===== src/rtl/mc_fifomem_pkg.sv =====
// Shared definitions for the multi-channel FIFO memory: channel-index width,
// pointer/count types and the parity helper.
package mc_fifomem_pkg;

    localparam int MC_ADDRSIZE = 4;

    typedef logic [MC_ADDRSIZE-1:0] ptr_t;
    typedef logic [MC_ADDRSIZE:0]   cnt_t;

    // A single channel still needs a 1-bit select so the port never collapses to zero width.
    function automatic int calc_chw(input int numch);
        return (numch <= 1) ? 1 : $clog2(numch);
    endfunction

    // Even parity; zero-extension does not change it, so words up to 64 bits are supported.
    function automatic logic even_par(input logic [63:0] d);
        return ^d;
    endfunction

endpackage


===== src/rtl/mc_fifomem_chctl.sv =====
// Per-channel queue bookkeeping: write/read pointers, occupancy count and
// registered full/empty/almost-full flags, driven by already-accepted enables.
module mc_fifomem_chctl
    import mc_fifomem_pkg::*;
#(
    parameter int ADDRSIZE     = MC_ADDRSIZE,
    parameter int AFULL_MARGIN = 2
) (
    input  logic                clk,
    input  logic                rst,
    input  logic                i_wr_acc,
    input  logic                i_rd_acc,
    output logic [ADDRSIZE-1:0] o_wptr,
    output logic [ADDRSIZE-1:0] o_rptr,
    output logic [ADDRSIZE:0]   o_count,
    output logic                o_full,
    output logic                o_empty,
    output logic                o_afull
);

    localparam int              DEPTH   = 1 << ADDRSIZE;
    localparam logic [ADDRSIZE:0] C_DEPTH = (ADDRSIZE+1)'(DEPTH);
    localparam logic [ADDRSIZE:0] C_AFULL = (ADDRSIZE+1)'(DEPTH - AFULL_MARGIN);

    logic [ADDRSIZE-1:0] r_wptr;
    logic [ADDRSIZE-1:0] r_rptr;
    logic [ADDRSIZE:0]   r_count;
    logic [ADDRSIZE:0]   w_count_next;
    logic                r_full;
    logic                r_empty;
    logic                r_afull;

    always_comb begin
        w_count_next = r_count;
        if (i_wr_acc && !i_rd_acc) begin
            w_count_next = r_count + 1'b1;
        end else if (i_rd_acc && !i_wr_acc) begin
            w_count_next = r_count - 1'b1;
        end
    end

    // Flags are derived from the next count so they change on the accepting edge.
    always_ff @(posedge clk) begin
        if (rst) begin
            r_wptr  <= '0;
            r_rptr  <= '0;
            r_count <= '0;
            r_full  <= 1'b0;
            r_empty <= 1'b1;
            r_afull <= 1'b0;
        end else begin
            if (i_wr_acc) begin
                r_wptr <= r_wptr + 1'b1;
            end
            if (i_rd_acc) begin
                r_rptr <= r_rptr + 1'b1;
            end
            r_count <= w_count_next;
            r_full  <= (w_count_next == C_DEPTH);
            r_empty <= (w_count_next == '0);
            r_afull <= (w_count_next >= C_AFULL);
        end
    end

    assign o_wptr  = r_wptr;
    assign o_rptr  = r_rptr;
    assign o_count = r_count;
    assign o_full  = r_full;
    assign o_empty = r_empty;
    assign o_afull = r_afull;

endmodule


===== src/rtl/mc_fifomem.sv =====
// Multi-channel FIFO memory: one shared RAM split into NUMCH circular queues.
// Optional word parity is enabled by defining MC_FIFOMEM_PARITY_EN.
module mc_fifomem
    import mc_fifomem_pkg::*;
#(
    parameter int DATASIZE     = 8,
    parameter int ADDRSIZE     = 4,
    parameter int NUMCH        = 4,
    parameter int AFULL_MARGIN = 2,
    localparam int CHW         = calc_chw(NUMCH)
) (
    input  logic                          clk,
    input  logic                          rst,
    input  logic                          wen,
    input  logic [CHW-1:0]                wch,
    input  logic [DATASIZE-1:0]           wdata,
    input  logic                          ren,
    input  logic [CHW-1:0]                rch,
    output logic [DATASIZE-1:0]           rdata,
    output logic                          rvalid,
    output logic [NUMCH-1:0]              full,
    output logic [NUMCH-1:0]              empty,
    output logic [NUMCH-1:0]              afull,
    output logic [NUMCH*(ADDRSIZE+1)-1:0] count,
    output logic                          wovf,
    output logic                          rudf,
    output logic                          perr
);

    localparam int DEPTH = 1 << ADDRSIZE;
    localparam int NCH2  = 1 << CHW;
    localparam int AW    = CHW + ADDRSIZE;
    localparam int CW    = ADDRSIZE + 1;
`ifdef MC_FIFOMEM_PARITY_EN
    localparam int MW    = DATASIZE + 1;
`else
    localparam int MW    = DATASIZE;
`endif

    logic [MW-1:0]       r_mem [NUMCH*DEPTH];
    logic [MW-1:0]       r_rword;
    logic                r_rvalid;
    logic                r_wovf;
    logic                r_rudf;

    logic [ADDRSIZE-1:0] w_wptr [NCH2];
    logic [ADDRSIZE-1:0] w_rptr [NCH2];
    logic [NCH2-1:0]     w_full_all;
    logic [NCH2-1:0]     w_empty_all;
    logic [NUMCH-1:0]    w_wr_en;
    logic [NUMCH-1:0]    w_rd_en;
    logic                w_wr_acc;
    logic                w_rd_acc;
    logic [AW-1:0]       w_waddr;
    logic [AW-1:0]       w_raddr;
    logic [MW-1:0]       w_wword;

    // Unused channel slots look permanently full and empty, so an out-of-range
    // channel index is rejected by the same flag test as a real full/empty queue.
    assign w_wr_acc = wen && !w_full_all[wch];
    assign w_rd_acc = ren && !w_empty_all[rch];
    assign w_waddr  = {wch, w_wptr[wch]};
    assign w_raddr  = {rch, w_rptr[rch]};

    genvar gi;
    generate
        for (gi = 0; gi < NCH2; gi++) begin : g_slot
            if (gi < NUMCH) begin : g_ch
                logic [CW-1:0] w_count;
                logic          w_full;
                logic          w_empty;
                logic          w_afull;

                assign w_wr_en[gi] = w_wr_acc && (wch == CHW'(gi));
                assign w_rd_en[gi] = w_rd_acc && (rch == CHW'(gi));

                mc_fifomem_chctl #(
                    .ADDRSIZE     (ADDRSIZE),
                    .AFULL_MARGIN (AFULL_MARGIN)
                ) u_chctl (
                    .clk      (clk),
                    .rst      (rst),
                    .i_wr_acc (w_wr_en[gi]),
                    .i_rd_acc (w_rd_en[gi]),
                    .o_wptr   (w_wptr[gi]),
                    .o_rptr   (w_rptr[gi]),
                    .o_count  (w_count),
                    .o_full   (w_full),
                    .o_empty  (w_empty),
                    .o_afull  (w_afull)
                );

                assign w_full_all[gi]          = w_full;
                assign w_empty_all[gi]         = w_empty;
                assign full[gi]                = w_full;
                assign empty[gi]               = w_empty;
                assign afull[gi]               = w_afull;
                assign count[gi*CW +: CW]      = w_count;
            end else begin : g_pad
                assign w_wptr[gi]      = '0;
                assign w_rptr[gi]      = '0;
                assign w_full_all[gi]  = 1'b1;
                assign w_empty_all[gi] = 1'b1;
            end
        end
    endgenerate

`ifdef MC_FIFOMEM_PARITY_EN
    assign w_wword = {even_par(64'(wdata)), wdata};
    assign perr    = r_rvalid &&
                     (even_par(64'(r_rword[DATASIZE-1:0])) != r_rword[DATASIZE]);
`else
    assign w_wword = wdata;
    assign perr    = 1'b0;
`endif

    always_ff @(posedge clk) begin
        if (w_wr_acc) begin
            r_mem[w_waddr] <= w_wword;
        end
    end

    always_ff @(posedge clk) begin
        if (rst) begin
            r_rword  <= '0;
            r_rvalid <= 1'b0;
            r_wovf   <= 1'b0;
            r_rudf   <= 1'b0;
        end else begin
            if (w_rd_acc) begin
                r_rword <= r_mem[w_raddr];
            end
            r_rvalid <= w_rd_acc;
            r_wovf   <= wen && !w_wr_acc;
            r_rudf   <= ren && !w_rd_acc;
        end
    end

    assign rdata  = r_rword[DATASIZE-1:0];
    assign rvalid = r_rvalid;
    assign wovf   = r_wovf;
    assign rudf   = r_rudf;

endmodule


===== config.mk =====
export PLATFORM = sky130hd
export DESIGN_NAME = mc_fifomem
export DESIGN_NICKNAME = d
export VERILOG_FILES = /design/src/rtl/mc_fifomem_pkg.sv /design/src/rtl/mc_fifomem_chctl.sv /design/src/rtl/mc_fifomem.sv
export SDC_FILE = /design/constraint.sdc
export NUM_CORES = 1
export LEC_CHECK = 0
export CAP_MARGIN = 20
export CORE_ASPECT_RATIO = 0.6
export CORE_MARGIN = 2
export CORE_UTILIZATION = 45
export DETAILED_ROUTE_END_ITERATION = 10
export PLACE_DENSITY_LB_ADDON = 0.05
export SETUP_SLACK_MARGIN = 0.3
export SLEW_MARGIN = 5
export SYNTH_ARGS = -nofsm -noshare
export SYNTH_HDL_FRONTEND = slang
export SYNTH_SLANG_ARGS = --single-unit

===== constraint.sdc =====
create_clock -name clk -period 2.5 [get_ports clk]
set_input_delay 0.375 -clock clk [delete_from_list [all_inputs] [get_ports clk]]
set_output_delay 0.375 -clock clk [all_outputs]
set_load 0.02 [all_outputs]

==> PnR_summary.wiki, run 1 <==
{| class="wikitable"
! Metric !! Value
|-
| Starting density of the core || 45.72%
|-
| Number of antenna violations at the first check in global routing || 0
|-
| Number of violations of the max-capacitance limit || 0
|-
| CTS Root Buffer Type || clkbuf_16
|-
| Max Transition Viols Final || 0
|-
| Class of the tightest hold or removal check || input pin to register
|-
| Clock slew at the register clock pins of the worst setup and hold paths || 0.07 ns
|-
| Switching Power || 0.004781 W
|-
| Worst setup skew after layout || 0.01370 ns
|-
| Max-Slew Margin vs Limit || 38.42%
|-
| Fraction of the cycle the final worst path needs || 113.2%
|-
| Data arrival time of the critical path || 3.31 ns
|-
| Main synth FF type || edfxtp_1
|-
| Dominant cell type by area after synthesis || edfxtp_1
|-
| Sequential share of the synthesized area || a little over two thirds
|-
| I/O pin count || 60
|-
| Cell count after synthesis || approximately 1.6k
|-
| Min Tclk post-route || 2.829 ns
|-
| Endpoint of the most critical register-to-register path || rdata[5]
|-
| Relative contribution of sequential cells to total power || about half
|-
| Register-to-Register Path Depth || 9
|-
| Worst reg-to-reg setup slack || -0.33 ns
|-
| Routed via count || about 15k
|-
| Vias in the first global route || 14.16k
|-
| Area of the placeable core || 52,700 µm²
|-
| Average wire per cell in the routed design || between 20 and 30 µm
|-
| Highest Clock Rate || 0.3534 GHz
|-
| Type of the worst setup path || register to register
|-
| Number of buffers inserted during clock tree synthesis || 55
|-
| CP Capture Type || register
|-
| Number of sinks driven by the clock tree || 587
|-
| Status || finished, violations left
|-
| Final Hold Vio Count || 0
|-
| Final HPWL DP || 46,610 µm
|-
| Cell Count Post-Placement || 2,486
|-
| First-pass GRT wire length || 98,440 µm
|-
| Routability congestion estimate || 0.8525
|-
| Synth cell count leaders || edfxtp_1, mux2i_1, nor2_1, nand2_1, dfxtp_1
|-
| Power per cell area || 712.7 nW/µm²
|-
| Required time worst endpoint || around 3.0 ns
|-
| Internal Dissipation || 0.01632 W
|-
| Most frequent cell after synthesis || edfxtp_1
|-
| Largest buffer count on any clock path || 3
|-
| Combinational share of power || 8.2%
|-
| Maximum number of pins on one net before global-route repair || 65
|-
| Sw Share || 22.66%
|-
| Ant diodes || 0
|-
| Antenna Violating Nets Remaining || 0
|-
| Final #Nets || around 1.9k
|-
| Post-Syn Area per Cell || 15.34 µm²
|-
| Area enclosed by the die boundary || between 50,000 and 60,000 µm²
|-
| Total routed wirelength || 67,680 µm
|-
| Launching point of the worst reg2reg path || g_slot[2].g_ch.u_chctl.o_rptr[0]
|-
| Fillers || 4,238
|-
| Share of layout cells above drive strength 1 || 23.56%
|-
| Hold_ws || around 0.22 ns
|-
| Element type at the critical path start || register
|-
| Starting DRC count in detailed routing || around 1.5k
|-
| GR Overflow Total || 0
|-
| Launch point of the worst hold path || rst
|-
| Cell depth of the worst hold path || 2
|-
| Clock group share of total power || 40.2%
|-
| Final Setup Violations || 8
|-
| Die extent in y || 183.2 µm
|-
| Aggregate global-route resource usage || 24.66%
|-
| TritonRoute pass-1 iters || 7
|-
| Share of flip-flops with an asynchronous set or reset || 0%
|-
| Post-Synthesis Net Count || 1,603
|-
| Area share of the leading cell type in the synthesized netlist || 63.80%
|-
| Die outline width || 302.7 µm
|-
| Highest net fanout along the worst path || 34
|-
| CTS tree || yes
|-
| Count of distinct cell types in the synthesized netlist || 61
|-
| Count of state elements after synthesis || between 500 and 600
|-
| Hold Buf Count CTS || 0
|-
| Number of DRC violations after detailed routing || 0
|-
| DP Area || around 27,000 µm²
|-
| Leakage power || slightly below 10 nW
|-
| Synth area leaders || edfxtp_1, mux2i_1, dfxtp_1, mux4_2, nor2_1
|-
| Routed via count divided by cell count || 5.590
|-
| Non-filler instance count after layout || roughly 2.6k
|-
| Site row count || 65
|-
| Setup repair after global routing missed its margin || true
|-
| Final Cell Area || 29,610 µm²
|-
| Setup ws final || -0.3294 ns
|-
| Worst Tran Pin Value || roughly 0.9 ns
|-
| Violated checks || setup timing
|-
| Worst-Skew Late Latency || 0.59 ns
|-
| Maximum level of the CTS H-tree || 2
|-
| Number of synthesis warnings || 0
|-
| Number of flops mapped to enable cells by yosys || 512
|-
| IO Port Bufs || 58
|-
| Synthesized area || around 24,000 µm²
|-
| Peak supply drop || 0.0005800 V
|-
| Layout area overhead || 22.89%
|-
| Worst min-delay path endpoint || g_slot[2].g_ch.u_chctl.o_wptr[1]
|}
-- power groups by stage --
stage	clock network, W	logic [W]	registers (W)
floorplan	0	0.000832	0.0111
CTS	0.00863	0.00172	0.0109
detailed placement	0	0.00164	0.0111
global route	0.00904	0.00186	0.0109
finish	0.00848	0.00173	0.0109
global placement	0	0.00163	0.0111
-- worst max path at each step --
stage                                      from           end  depth (start not counted)
4_1_cts        g_slot[2].g_ch.u_chctl.o_rptr[0]      rdata[4]                          8
5_1_grt        g_slot[2].g_ch.u_chctl.o_rptr[0]      rdata[4]                          9
2_1_floorplan                            wch[0]  r_mem[22][0]                          6
6_report       g_slot[2].g_ch.u_chctl.o_rptr[0]      rdata[5]                          9
3_5_place_dp                             rch[0]      rdata[5]                          8
3_3_place_gp                             rch[0]      rdata[5]                          8
-- placed cells by master (no fill, tap or decap), types with 9 or more instances in the layout --
cell             count
a31oi_1             12
nand2_1            101
clkdlybuf4s50_1     45
ha_1                16
o21ai_0             11
mux2i_2             11
clkbuf_1            12
nor3_1              12
nand4_1             49
buf_12              27
mux2i_1            222
nor2_1             120
mux4_2              31
edfxtp_1           512
nand3_1             45
a21oi_1             33
nand2b_1            10
buf_6               12
buf_2                9
dfxtp_1             73
inv_1               15
nor2_4               9
clkbuf_16           58
xor2_1              19
xnor2_1             19
a22oi_1             26
clkinv_2            10
buf_4              222
-- critical path, stage by stage (launching register included) --
cell     delay (ns)
dfxtp_2        0.34
mux4_4         0.62
buf_6          0.16
buf_12         0.13
buf_12         0.18
mux2i_1        0.21
nand2_2        0.14
nand4_1        0.24
nand4_1        0.30
o31a_1         0.36
-- metrics by stage --
step,setup TNS [ns],utilization [%],worst slack (ns),total power (W)
4_1_cts,-1.827,55.92,-0.2984,0.02124
2_1_floorplan,0,-,0.2621,0.01195
6_report,-2.051,56.19,-0.3294,0.02110
3_5_place_dp,-198.39,51.76,-0.9652,0.01274
5_1_grt,-2.523,56.19,-0.4014,0.02179
3_3_place_gp,-193.60,51.76,-0.9735,0.01273
-- final cells by class --
cell class	instances	area (µm²)	area share [%]
clock buffer	76	1568	5.294
inverter	15	56.30	0.1901
sequential	587	16880	57.00
multi-input combinational	871	6814	23.01
clock inverter	28	261.5	0.8830
tap	703	879.6	2.970
timing repair buffer	329	3156	10.66
-- registers in the layout, indices dropped and copies added, names as in the netlist --
signal                       flops
g_slot.g_ch.u_chctl.o_empty      4
rdata                            8
g_slot.g_ch.u_chctl.o_full       4
g_slot.g_ch.u_chctl.o_wptr      16
rvalid                           1
g_slot.g_ch.u_chctl.o_rptr      16
g_slot.g_ch.u_chctl.o_count     20
g_slot.g_ch.u_chctl.o_afull      4
wovf                             1
r_mem                          512
rudf                             1
-- cell families after synthesis --
family	Yosys count	synth area share (%)
buffers and inverters	113	2.710
muxes	269	12.86
other	1	0.01556
DFF	587	70.03
and+or+nand+nor	403	8.053
adders and majority gates	16	0.8308
xor gates and xnor gates	38	1.381
AOI/OAI and AO/OA	144	4.118
-- per-layer routing --
metal  routed length [µm]  global-route usage, %  up-vias
met5                    0                      0        -
met4                  806                  3.685        0
met3                 6656                  7.984       58
met2                26210                  31.84      513
met1                34000                  40.28     7379
li1                     -                      -     6634
-- timing repair --
item                       4_1_cts  5_1_grt
cloned                           4        1
resized for setup               33       31
pin swaps                       20       16
setup buffers                   14        0
setup endpoints to repair      400       60
Power figures use the tool's default switching activity.
==> inputs of run 2 (changes only) <==
--- a/config.mk
+++ b/config.mk
@@ -12,7 +12,7 @@
 export DETAILED_ROUTE_END_ITERATION = 10
 export PLACE_DENSITY_LB_ADDON = 0.05
 export SETUP_SLACK_MARGIN = 0.3
-export SLEW_MARGIN = 5
+export SLEW_MARGIN = 20
 export SYNTH_ARGS = -nofsm -noshare
 export SYNTH_HDL_FRONTEND = slang
 export SYNTH_SLANG_ARGS = --single-unit
==> results of run 2 <==
The final DEF is identical to that of run 1; final timing and power are the same.
==> inputs of run 3 (changes only) <==
--- a/config.mk
+++ b/config.mk
@@ -10,8 +10,9 @@
 export CORE_MARGIN = 2
 export CORE_UTILIZATION = 45
 export DETAILED_ROUTE_END_ITERATION = 10
-export PLACE_DENSITY_LB_ADDON = 0.05
+export PLACE_DENSITY = 0.69
 export SETUP_SLACK_MARGIN = 0.3
+export SKIP_CTS_REPAIR_TIMING = 1
 export SLEW_MARGIN = 20
 export SYNTH_ARGS = -nofsm -noshare
 export SYNTH_HDL_FRONTEND = slang
==> run 3 against run 2 <==
  * The flow still finishes with violations (setup timing)
  * Routed wire length decreased by 6.8%
  * Register-to-register slack better by 0.14 ns
  * Via count rose by 1.3%
  * Clock power is 4.2% lower
  * Maximum frequency grew 5.1%
  * Setup slack improved by 0.14 ns
  * Die area did not move
  * Sequential power is essentially flat
  * Global-route usage is 1.9 points lower
  * Total power fell by 2.1%
  * Largest power group unchanged
==> PnR_summary.wiki, run 3 (synthesized netlist as in run 1, its figures left out) <==
{| class="wikitable"
! Metric !! Value
|-
| Largest buffer count on any clock path || 3
|-
| Final Hold Vio Count || 0
|-
| Starting DRC count in detailed routing || 1,929
|-
| Routability congestion estimate || 0.9551
|-
| Type of the worst setup path || register to register
|-
| Worst setup skew after layout || between 0.02 and 0.03 ns
|-
| Element type at the critical path start || register
|-
| Final Setup Violations || 8
|-
| Starting density of the core || between 40% and 50%
|-
| Slowest Stage Delay on Critical Path || 0.63 ns
|-
| GR Overflow Total || 0
|-
| Number of sinks driven by the clock tree || just under 600
|-
| Class of the tightest hold or removal check || input pin to register
|-
| Maximum number of pins on one net before global-route repair || 65
|-
| Worst Tran Pin Value || 0.7894 ns
|-
| Max-Slew Margin vs Limit || 47.37%
|-
| Highest Clock Rate || 0.3714 GHz
|-
| Crit. Startpoint || g_slot[3].g_ch.u_chctl.o_rptr[0]
|-
| Routed via count divided by cell count || 5.717
|-
| Launching point of the worst reg2reg path || g_slot[3].g_ch.u_chctl.o_rptr[0]
|-
| Final #Nets || 1,868
|-
| CTS Root Buffer Type || clkbuf_16
|-
| Clock slew at the register clock pins of the worst setup and hold paths || 0.07 ns
|-
| Data arrival time of the critical path || 3.16 ns
|-
| CTS tree || yes
|-
| Most common cell after layout, fill and taps aside || edfxtp_1
|-
| Hold_ws || roughly 0.23 ns
|-
| IO Port Bufs || 58
|-
| Max Transition Viols Final || 0
|-
| Most frequent cells in the layout || edfxtp_1, mux2i_1, buf_4
|-
| Routed via count || 14.77k
|-
| Die extent in y || 183.2 µm
|-
| Worst reg-to-reg setup slack || -0.19 ns
|-
| Setup ws final || -0.1928 ns
|-
| Number of antenna violations at the first check in global routing || 2
|-
| Crit path top cell by count || mux2i_1
|-
| Min Tclk post-route || 2.693 ns
|-
| Number of violations of the max-capacitance limit || 0
|-
| CP Capture Type || register
|-
| Highest net fanout along the worst path || 33
|-
| Status || finished, violations left
|-
| Crit-path slowest cell || mux4_4
|-
| Cell depth of the worst hold path || 2
|-
| Layout area overhead || 20.27%
|-
| Worst-Skew Late Latency || 0.59 ns
|-
| Maximum level of the CTS H-tree || 2
|-
| Site row count || 65
|-
| Number of buffers inserted during clock tree synthesis || 52
|-
| Total routed wirelength || 63,040 µm
|-
| Max reg flops || 512
|-
| Utilization after layout || 54.99%
|-
| TritonRoute pass-1 iters || 5
|-
| Antenna Violating Nets Remaining || 0
|-
| Leakage power || ~9.5 nW
|-
| Endpoint of the most critical register-to-register path || rdata[0]
|-
| Required time worst endpoint || 2.97 ns
|-
| Sequence of cells on the critical path || mux4_4, buf_12, buf_4, mux2i_1, mux2i_1, a21oi_2, nand4_1, o31a_1
|-
| Worst-case setup slack after placement || -0.9647 ns
|-
| Area enclosed by the die boundary || 55,480 µm²
|-
| I/O pin count || 60
|-
| Final HPWL DP || 43,470 µm
|-
| Setup repair after global routing missed its margin || true
|-
| Largest Register || r_mem
|-
| First-pass GRT wire length || 92,490 µm
|-
| Share of layout cells above drive strength 1 || 21.34%
|-
| Number of DRC violations after detailed routing || 0
|-
| Violated checks || setup timing
|-
| Fraction of the cycle the final worst path needs || 107.7%
|-
| Peak supply drop || 0.0004801 V
|-
| Average wire per cell in the routed design || around 24 µm
|-
| Die outline width || 302.7 µm
|-
| Power per cell area || 712.8 nW/µm²
|-
| Vias in the first global route || 14.07k
|-
| Register-to-Register Path Depth || 8
|-
| Aggregate global-route resource usage || 22.79%
|-
| Worst setup path endpoint || rdata[0]
|-
| Area of the placeable core || 52,700 µm²
|}
-- run 3: metrics by stage --
stage                     instance area (µm²)  setup TNS [ns]  instances  power [W]
after floorplan                         24270               0       1571    0.01195
after global placement                  27190         -127.29       2484    0.01268
after detailed placement                27190         -135.36       2484    0.01271
after CTS                               28900          -1.605       2581    0.02073
after global routing                    28980          -1.812       2583    0.02127
final                                   28980          -1.308       2583    0.02066
-- run 3: worst min-delay path by stage --
stage	start	endpoint	slack [ns]
after floorplan	g_slot[1].g_ch.u_chctl.o_rptr[1]	g_slot[1].g_ch.u_chctl.o_rptr[1]	0.46
after global placement	g_slot[1].g_ch.u_chctl.o_wptr[1]	g_slot[1].g_ch.u_chctl.o_wptr[1]	0.49
after detailed placement	g_slot[1].g_ch.u_chctl.o_wptr[1]	g_slot[1].g_ch.u_chctl.o_wptr[1]	0.50
after CTS	wdata[0]	r_mem[0][0]	0.28
after global routing	wen	wovf	0.22
final	wen	wovf	0.23
-- run 3: where the power goes --
| group | leakage (nW) | switching, W | total, W | internal, W |
|---|---|---|---|---|
| combinational | 3.44 | 0.000966 | 0.00166 | 0.000693 |
| sequential | 5.21 | 0.000132 | 0.0109 | 0.0107 |
| clock | 0.831 | 0.00361 | 0.00812 | 0.00451 |
-- run 3: layer usage --
layer / track usage (%) / up-vias / part of all wire (%)
met5: 0 / - / 0
met4: 3.113 / 0 / 1.1
met3: 7.842 / 57 / 14
met2: 30.37 / 765 / 40
met1: 36.25 / 7354 / 45
li1: - / 6592 / -
-- run 3: area by class of cell --
class	count	area (µm²)
Inverter	15	56.30
Multi-Input combinational cell	871	6721
Fill cell	4184	23720
Clock inverter	34	321.6
Sequential cell	587	16880
Timing Repair Buffer	309	2729
Tap cell	703	879.6
Clock buffer	63	1394
Antenna cell	1	2.502
-- run 3: worst max-delay path, delay by kind of cell, from the launching register on --
family	cells	cell delay (ns)
muxes	3	1.05
AOI/OAI and AO/OA	2	0.59
buffers and inverters	2	0.38
DFF	1	0.34
and+or+nand+nor	1	0.18
